$ cat src/rtl/biquad_cascade_sched.sv
// Purpose: one shared 16x18 signed MAC walks NUM_SECTIONS cascaded biquads per audio sample.
// Latency: o_out_valid pulses 6*NUM_SECTIONS+2 cycles after the accepted lrclk_posedge.
// Backpressure: none; a strobe while busy is dropped and flagged on o_overrun, i_valid low flushes.
module biquad_cascade_sched #(
    parameter int NUM_SECTIONS = 4,
    parameter int FRAC_BITS    = 16
) (
    input  logic               clk,
    input  logic               i_rst_n,
    input  logic               lrclk_posedge,
    input  logic               i_valid,
    input  logic signed [15:0] x_in,
    input  logic               i_coef_we,
    input  logic [5:0]         i_coef_addr,
    input  logic signed [17:0] i_coef_data,
    input  logic               i_coef_commit,
    output logic signed [15:0] audio_out,
    output logic               o_out_valid,
    output logic               o_busy,
    output logic               o_overrun
);

    localparam int NCOEF = 5 * NUM_SECTIONS;

    typedef enum logic [2:0] {
        S_IDLE,
        S_LOAD,
        S_MAC,
        S_WB,
        S_OUT
    } state_t;

    state_t r_state;
    state_t w_state_nxt;

    // coefficient banks: writes land in shadow, active only changes at frame start
    logic signed [17:0] r_shadow [NCOEF];
    logic signed [17:0] r_active [NCOEF];
    logic signed [17:0] w_shadow_nxt [NCOEF];
    logic               r_pending;

    // per-section delay line
    logic signed [15:0] r_x1 [NUM_SECTIONS];
    logic signed [15:0] r_x2 [NUM_SECTIONS];
    logic signed [15:0] r_y1 [NUM_SECTIONS];
    logic signed [15:0] r_y2 [NUM_SECTIONS];

    logic signed [15:0] r_cur;
    logic signed [36:0] r_acc;
    logic [2:0]         r_sec;
    logic [2:0]         r_tap;
    logic signed [15:0] r_audio;
    logic               r_out_valid;
    logic               r_overrun;

    logic               w_load_entry;
    logic               w_last_sec;
    logic signed [15:0] w_opnd;
    logic signed [17:0] w_coef;
    logic signed [33:0] w_prod;
    logic signed [36:0] w_shift;
    logic signed [15:0] w_y;

    assign w_load_entry = (r_state == S_IDLE) && lrclk_posedge && i_valid;
    assign w_last_sec   = (r_sec == 3'(NUM_SECTIONS - 1));
    assign w_prod       = 34'(w_opnd) * 34'(w_coef);
    assign w_shift      = r_acc >>> FRAC_BITS;

    assign audio_out   = r_audio;
    assign o_out_valid = r_out_valid;
    assign o_busy      = (r_state != S_IDLE);
    assign o_overrun   = r_overrun;

    // state register
    always_ff @(posedge clk or negedge i_rst_n) begin
        if (!i_rst_n) r_state <= S_IDLE;
        else          r_state <= w_state_nxt;
    end

    // next-state: section loop of 5 MAC cycles plus one writeback; i_valid low aborts
    always_comb begin
        w_state_nxt = r_state;
        case (r_state)
            S_IDLE: if (lrclk_posedge) w_state_nxt = S_LOAD;
            S_LOAD: w_state_nxt = S_MAC;
            S_MAC:  if (r_tap == 3'd4) w_state_nxt = S_WB;
            S_WB:   w_state_nxt = w_last_sec ? S_OUT : S_MAC;
            S_OUT:  w_state_nxt = S_IDLE;
            default: w_state_nxt = S_IDLE;
        endcase
        if (!i_valid) w_state_nxt = S_IDLE;
    end

    // operand and coefficient select for the current section/tap
    always_comb begin
        w_opnd = '0;
        w_coef = '0;
        for (int i = 0; i < NUM_SECTIONS; i++) begin
            if (r_sec == 3'(i)) begin
                case (r_tap)
                    3'd0:    w_opnd = r_cur;
                    3'd1:    w_opnd = r_x1[i];
                    3'd2:    w_opnd = r_x2[i];
                    3'd3:    w_opnd = r_y1[i];
                    default: w_opnd = r_y2[i];
                endcase
                for (int t = 0; t < 5; t++) begin
                    if (r_tap == 3'(t)) w_coef = r_active[i*5 + t];
                end
            end
        end
    end

    // rescale the accumulator and clamp to the 16-bit sample range
    always_comb begin
        w_y = w_shift[15:0];
        if (w_shift > 37'sd32767)       w_y = 16'sh7FFF;
        else if (w_shift < -37'sd32768) w_y = 16'sh8000;
    end

    // shadow bank with this cycle's write folded in, so a same-cycle copy includes it
    always_comb begin
        for (int k = 0; k < NCOEF; k++) begin
            w_shadow_nxt[k] = r_shadow[k];
            if (i_coef_we && (i_coef_addr == 6'(k))) w_shadow_nxt[k] = i_coef_data;
        end
    end

    // coefficient banks and sticky commit flag; copy happens only at frame start
    always_ff @(posedge clk or negedge i_rst_n) begin
        if (!i_rst_n) begin
            for (int k = 0; k < NCOEF; k++) begin
                r_shadow[k] <= '0;
                r_active[k] <= '0;
            end
            r_pending <= 1'b0;
        end else begin
            for (int k = 0; k < NCOEF; k++) r_shadow[k] <= w_shadow_nxt[k];
            if (w_load_entry) begin
                if (r_pending) begin
                    for (int k = 0; k < NCOEF; k++) r_active[k] <= w_shadow_nxt[k];
                end
                // a commit arriving on the frame-start cycle is held for the next frame
                r_pending <= i_coef_commit;
            end else if (i_coef_commit) begin
                r_pending <= 1'b1;
            end
        end
    end

    // datapath: sample latch, MAC accumulation, section writeback and output register
    always_ff @(posedge clk or negedge i_rst_n) begin
        if (!i_rst_n) begin
            for (int i = 0; i < NUM_SECTIONS; i++) begin
                r_x1[i] <= '0;
                r_x2[i] <= '0;
                r_y1[i] <= '0;
                r_y2[i] <= '0;
            end
            r_cur       <= '0;
            r_acc       <= '0;
            r_sec       <= '0;
            r_tap       <= '0;
            r_audio     <= '0;
            r_out_valid <= 1'b0;
        end else if (!i_valid) begin
            for (int i = 0; i < NUM_SECTIONS; i++) begin
                r_x1[i] <= '0;
                r_x2[i] <= '0;
                r_y1[i] <= '0;
                r_y2[i] <= '0;
            end
            r_cur       <= '0;
            r_acc       <= '0;
            r_sec       <= '0;
            r_tap       <= '0;
            r_audio     <= '0;
            r_out_valid <= 1'b0;
        end else begin
            r_out_valid <= 1'b0;
            case (r_state)
                S_IDLE: begin
                    // x_in is only guaranteed on the strobe cycle
                    if (lrclk_posedge) r_cur <= x_in;
                end
                S_LOAD: begin
                    r_sec <= '0;
                    r_tap <= '0;
                    r_acc <= '0;
                end
                S_MAC: begin
                    r_acc <= r_acc + 37'(w_prod);
                    r_tap <= (r_tap == 3'd4) ? 3'd0 : r_tap + 3'd1;
                end
                S_WB: begin
                    for (int i = 0; i < NUM_SECTIONS; i++) begin
                        if (r_sec == 3'(i)) begin
                            r_x2[i] <= r_x1[i];
                            r_x1[i] <= r_cur;
                            r_y2[i] <= r_y1[i];
                            r_y1[i] <= w_y;
                        end
                    end
                    r_cur <= w_y;
                    r_acc <= '0;
                    if (w_last_sec) begin
                        // output registered here so data and pulse appear together in OUT
                        r_audio     <= w_y;
                        r_out_valid <= 1'b1;
                    end else begin
                        r_sec <= r_sec + 3'd1;
                    end
                end
                default: ;
            endcase
        end
    end

    // flag strobes that arrive while a frame is still in flight
    always_ff @(posedge clk or negedge i_rst_n) begin
        if (!i_rst_n) r_overrun <= 1'b0;
        else          r_overrun <= lrclk_posedge && (r_state != S_IDLE);
    end

endmodule

$ cat config.mk
export PLATFORM = sky130hd
export DESIGN_NAME = biquad_cascade_sched
export DESIGN_NICKNAME = d
export VERILOG_FILES = /design/src/rtl/biquad_cascade_sched.sv
export SDC_FILE = /design/constraint.sdc
export NUM_CORES = 2
export LEC_CHECK = 0
export ABC_AREA = 1
export ABC_CLOCK_PERIOD_IN_PS = 14600
export BUFFER_PORTS_ARGS = -buffer_cell sky130_fd_sc_hd__buf_2
export CORE_MARGIN = 1.5
export CORE_UTILIZATION = 55
export DETAILED_ROUTE_END_ITERATION = 8
export MAX_ROUTING_LAYER = met4
export PLACE_DENSITY = 0.71
export SLEW_MARGIN = 5
export SYNTH_ARGS = -nofsm -noshare
export SYNTH_HDL_FRONTEND = slang
export SYNTH_SLANG_ARGS = --single-unit
$ cat constraint.sdc
create_clock -name clk -period 14.6 [get_ports clk]
set_input_delay 2.92 -clock clk [delete_from_list [all_inputs] [get_ports clk]]
set_output_delay 2.92 -clock clk [all_outputs]
set_load 0.02 [all_outputs]
**After elaboration in Yosys (flattened, before gate mapping)**

Index checks and enable logic that the tools add are counted.

- Memory bits (read-only): 0
- RAM bits: 0
- Flip-flop bits (word level): 1057
- Bits in latches: 0
- Bits of input ports: 46
- Output and inout bits: 19
- Logic and storage cells: 251
- Memories kept: 0

- $lt $le $gt $ge: 2
- Div/mod/pow operators: 0
- Equal/unequal tests: 41
- Bitwise logic cells: 0
- Shift-type cells: 0
- Reduce and logical (&&, ||, !) cells: 38
- Multipliers: 1
- Add/subtract/negate cells: 3
- Muxes and demuxes: 101

Operators with widths:

| kind | number |
|---|---|
| $mux W18 | 44 |
| $mux W64 | 8 |
| $mux W16 | 26 |
| $pmux W16 S4 | 4 |
| $pmux W37 S2 | 1 |
| $eq A6 B4 Y1 const B | 8 |
| $add A37 B34 Y37 | 1 |
| $mux W37 | 1 |
| $mul A16 B18 Y34 | 1 |
| $pmux W16 S2 | 1 |
| $eq A6 B3 Y1 const B | 4 |
| $eq A6 B5 Y1 const B | 4 |
| $mux W3 | 8 |
| $logic_and A1 B1 Y1 | 23 |
| $gt A21 B16 Y1 const B | 1 |
| $lt A21 B16 Y1 const B | 1 |
| $eq A3 B2 Y1 const B | 6 |
| $reduce_and A2 Y1 | 8 |
| $eq A6 B2 Y1 const B | 2 |
| $pmux W3 S2 | 2 |
| $pmux W3 S4 | 1 |
| $ne A2 B1 Y1 const B | 5 |
| $eq A3 B1 Y1 const B | 3 |
| $logic_not A3 Y1 | 3 |
| other kinds (11) | 20 |

**Logic depth before layout (Yosys ltp)**

- Depth in word-level cells: 29
- Depth in mapped cells: 73
- Gate-level depth less buffers: 72

**Worst setup path before layout**

Ideal clock, no wire load.

- Path type: reg2reg
- Start: register r_tap[2]
- End: register r_acc[33]
- Period minus slack after synthesis: 8256 ps
- Path buffers: 7
- Setup slack: 6344 ps
- Setup time: 83 ps
- Arrival: 8173 ps
- Data required time: 14517 ps
- Stages on the path, launching flop included: 48
- Cell sequence: dfrtp_1 inv_2 ha_1 buf_2 inv_1 buf_2 buf_4 buf_2 buf_6 clkbuf_1 o22ai_1 a211oi_1 a21oi_1 a31oi_1 buf_2 nor2_1 fa_1 fa_1 (+12 left out) nand2_1 inv_1 o21ai_0 nand2_1 nand2_1 nand2_1 a21oi_1 o21ai_0 inv_1 o21ai_1 nand2_1 nand2_1 nand2_1 nand2_1 a21oi_1 nand2_1 nand2_1 o21ai_0

- Cells in the longest elaborated chain, start to end: 29
- Elaborated cells on any way between the ends: 41
- Those cells by class: 1 x add/sub; 1 x mul; 4 x eq/ne; 34 x mux; 1 x reduce/logical

RTL lines:

| what | line | text |
|---|---|---|
| from (decl) | 51 | `logic [2:0] r_tap;` |
| from (signal assigned) | 193 | `r_tap <= (r_tap == 3'd4) ? 3'd0 : r_tap + 3'd1;` |
| $logic_not A3 Y1 | 100, 108 |  |
| $mux W18 (5 in series) | 108 | `if (r_tap == 3'(t)) w_coef = r_active[i*5 + t];` |
| $mux W18 | 99 | `if (r_sec == 3'(i)) begin` |
| $mux W18 (5 in series) | 108 |  |
| $mux W18 | 99 |  |
| $mux W18 (5 in series) | 108 |  |
| $mux W18 | 99 |  |
| $mux W18 (5 in series) | 108 |  |
| $mux W18 | 99 |  |
| $mul A16 B18 Y34 (*) | 66 | `assign w_prod = 34'(w_opnd) * 34'(w_coef);` |
| $add A37 B34 Y37 (*) | 192 | `r_acc <= r_acc + 37'(w_prod);` |
| $pmux W37 S2 (*) | 181 | `case (r_state)` |
| $mux W37 (*) | 166 | `end else if (!i_valid) begin` |
| to (signal assigned) | 192 |  |
| to (decl) | 49 | `logic signed [36:0] r_acc;` |

Mark *: on every way between the ends. The rest lies on a longest branch, timed or not.
A chain may end at the register's enable or synchronous reset.

**Worst setup path in the final report**

- Start: register r_tap[2]
- End: register r_acc[29]

Same word-level chain as after synthesis.

==> flow_metrics.env <==
export IMPL_fin_crit_sh_pct=74.93
export IMPL_ctsHoldBuffers=0
export IMPL_cts_setup_buffers=0
export IMPL_clkLatencyLatePin_ps=730
export IMPL_fillCellCount=9036
export IMPL_cpMaxStageDelayCell="a32oi_2"
export IMPL_cts_sinks=1041
export IMPL_rr_worst_depth=44
export IMPL_syn_inst=6780
export IMPL_peakVddDrop_v=0.0003976
export IMPL_p_leak_nw=31.61
export IMPL_critical_path_class="flip-flop to flip-flop"
export IMPL_netlist_area_sq_um=58790
export IMPL_grt_max_degree=189
export IMPL_crit_arrival_ps=11510
export IMPL_drv_cap=0
export IMPL_via_per_inst=5.687
export IMPL_htree_levels=3
export IMPL_grt_use_met2_pct=49.36
export IMPL_drive_gt1_share_pct=9.238
export IMPL_clk_path_buf_depth=3
export IMPL_seq_area_frac_synth_pct=44.31
export IMPL_fmax_ghz=0.09141
export IMPL_relSlewSlack_pct=15.84
export IMPL_p_total_mw=12.19
export IMPL_finalMaxSlewViolations=0
export IMPL_syn_num_nets=7284
export IMPL_critical_path_max_stage_delay_ps=760
export IMPL_place_area_sq_um=59970
export IMPL_p_per_area_nw_per_um2=192.0
export IMPL_tightest_slew_ps=1256
export IMPL_grt_first_pass_wirelength_um=263400
export IMPL_die_y_um=329.9
export IMPL_num_vias=46210
export IMPL_overflow=0
export IMPL_whs_ps=472.5
export IMPL_busiest_layer="met2"
export IMPL_power_internal_mw=6.959
export IMPL_die_area_sq_um=108900
export IMPL_rows=119
export IMPL_drt_iter0_drc=4515
export IMPL_fin_setup_tns_ps=0
export IMPL_cp_max_fo=59
export IMPL_globalplace_congestion=0.9638
export IMPL_synthTopCellsByArea="dfrtp_1 44%, fa_1 12%, nand2_1 10%"
export IMPL_outcome="complete, no violations"
export IMPL_drt_pass1_iterations=8
export IMPL_start_kind="flip-flop"
export IMPL_ys_types=57
export IMPL_p_sw_share_pct=42.92
export IMPL_synth_enable_flop_cells=0
export IMPL_worstHoldPathCells=2
export IMPL_wl_per_cell_um=20.40
export IMPL_synth_main_ff_cell="dfrtp_1"
export IMPL_met3_usage_pct=5.032
export IMPL_io_pins=65
export IMPL_endpoint_kind="flip-flop"
export IMPL_antenna_left=0
export IMPL_grt_pass1_vias=45860
export IMPL_cts_tree="built"
export IMPL_period_minus_slack_ps=10940
export IMPL_grtUsageTotal_pct=32.06
export IMPL_cp_required_ps=15170
export IMPL_hold_viol_final=0
export IMPL_synth_seq_cells=1041
export IMPL_start_util_pct=55.69
export IMPL_hpwl_um=107300
export IMPL_grt_setup_unrepaired="false"
export IMPL_io_buffers=64
export IMPL_postSynthAreaPerCell_sq_um=8.671
export IMPL_setup_violations=0
export IMPL_hp_class="flip-flop to flip-flop"
export IMPL_area_delta_synth_final_pct=8.020
export IMPL_seq_power_share_pct=28.8
export IMPL_nNetsFinal=7150
export IMPL_synth_top_area_share_pct=44.31
export IMPL_design_area_sq_um=63500
export IMPL_die_w_um=329.9
export IMPL_cts_resized=0
export IMPL_yosys_warnings=0
export IMPL_numCtsBuffers=109
export IMPL_coreArea_sq_um=105600
export IMPL_clock_root_buffer="clkbuf_16"
export IMPL_post_synth_top_area_cell="dfrtp_1"
export IMPL_synthArstFlopShare_pct=100.0
export IMPL_skew_ps=56.74
export IMPL_clk_pin_slew_ps=70
export IMPL_p_comb_share_pct=48.7
export IMPL_antenna_found_initial=2
export IMPL_p_sw_mw=5.234
export IMPL_wl_um=165800
export IMPL_p_clk_share_pct=22.5
export IMPL_drc=0
export IMPL_use_met1_pct=44.48
kinds of logic after synthesis:
family,after synthesis,synth area share [%]
buffers and inverters,1387,9.297
adders and majority gates,458,14.10
AOI/OAI and AO/OA,1366,12.65
DFF,1041,44.31
xor gates and xnor gates,12,0.1788
and+or+nand+nor,2344,16.17
muxes,172,3.295
final cells by class:
| class | count | area, sq um | share of cell area (%) |
|---|---|---|---|
| multi-input combinational | 4352 | 27400 | 43.15 |
| inverter | 989 | 3716 | 5.852 |
| antenna | 2 | 5.005 | 0.007881 |
| clock buffer | 163 | 3181 | 5.009 |
| tap | 1391 | 1740 | 2.741 |
| timing repair buffer | 153 | 1064 | 1.675 |
| sequential | 1041 | 26050 | 41.02 |
| clock inverter | 35 | 341.6 | 0.5379 |
layer usage:
layer	routed length [um]	vias up
met4	4425	0
met3	13080	320
met1	71870	22940
met2	76410	1849
li1	-	21100
met5	0	-
state kept, by name, summed over array words and instances (netlist names):
register	cells
o_overrun	1
r_x2	64
r_acc	37
r_pending	1
r_y2	64
r_state	3
r_sec	3
r_tap	3
r_x1	64
r_y1	64
r_active	360
r_shadow	360
o_out_valid	1
r_cur	16
cell usage in the layout, fill, tap and decap left out, types with 11 or more instances in the layout:
cell and count:
o22ai_1 65, clkinv_2 22, nand2_1 1625, clkbuf_1 29, a221oi_1 15, nand2_2 22
o21ai_0 927, fa_1 341, o221ai_1 21, nor2_1 380, clkbuf_8 25, nand4_1 31
ha_1 115, dfrtp_1 1041, nor2_2 34, a211oi_1 12, mux2_2 172, nand3_1 196
inv_1 974, o211ai_1 28, buf_4 85, a21oi_1 220, a22o_1 11, clkbuf_16 109
nand2_4 20, buf_2 62
worst max-delay path, delay by kind of cell (launching register included):
kind | cells | cell delay (ps)
adders and majority gates | 8 | 3890
buffers and inverters | 11 | 2410
AOI/OAI and AO/OA | 10 | 2070
and+or+nand+nor | 15 | 1830
DFF | 1 | 480
power by group through the flow:
stage	Clock, mW	Sequential, mW	Combinational, mW
floorplan	0	3.49	4.23
global placement	0	3.54	5.71
global route	2.89	3.55	6.70
finish	2.75	3.51	5.94
detailed placement	0	3.55	5.78
CTS	2.78	3.50	5.88
cells in the mapped netlist (all sizes together), types with 2 or more instances:
cell and n:
a211oi 12, a21boi 3, a21o 4, a21oi 223, a221oi 15, a22o 11
a31oi 11, a32oi 6, buf 114, clkbuf 284, clkinv 5, dfrtp 1041
fa 341, ha 117, inv 984, mux2 172, nand2 1669, nand3 196
nand3b 5, nand4 31, nor2 425, nor3 12, nor3b 2, o211ai 28
o21a 8, o21ai 942, o21bai 3, o221ai 21, o22ai 65, o31ai 4
o32ai 5, o41ai 2, or2 2, xnor2 6, xor2 6
metrics by stage:
step / util [%] / cells / setup slack, ps
floorplan: - / 6780 / 6344
global placement: 56.81 / 7926 / 3964
detailed placement: 56.81 / 7926 / 3949
CTS: 60.15 / 8124 / 3875
global route: 60.15 / 8126 / 2699
finish: 60.15 / 8126 / 3660
final timing paths:
path / end / slack [ps] / from
max in group asynchronous: r_active[304]$_DFFE_PN0P_ / 9960 / i_rst_n
min: r_x2[63]$_DFFE_PN0P_ / 470 / r_x2[63]$_DFFE_PN0P_
max reg2reg: r_acc[29]$_DFFE_PN0P_ / 3660 / r_tap[2]$_DFFE_PN0P_
max: r_acc[29]$_DFFE_PN0P_ / 3660 / r_tap[2]$_DFFE_PN0P_
min reg2reg: r_x2[63]$_DFFE_PN0P_ / 470 / r_x2[63]$_DFFE_PN0P_
min in group asynchronous: o_overrun$_DFF_PN0_ / 2240 / i_rst_n
(Power assumes the default switching activity.)
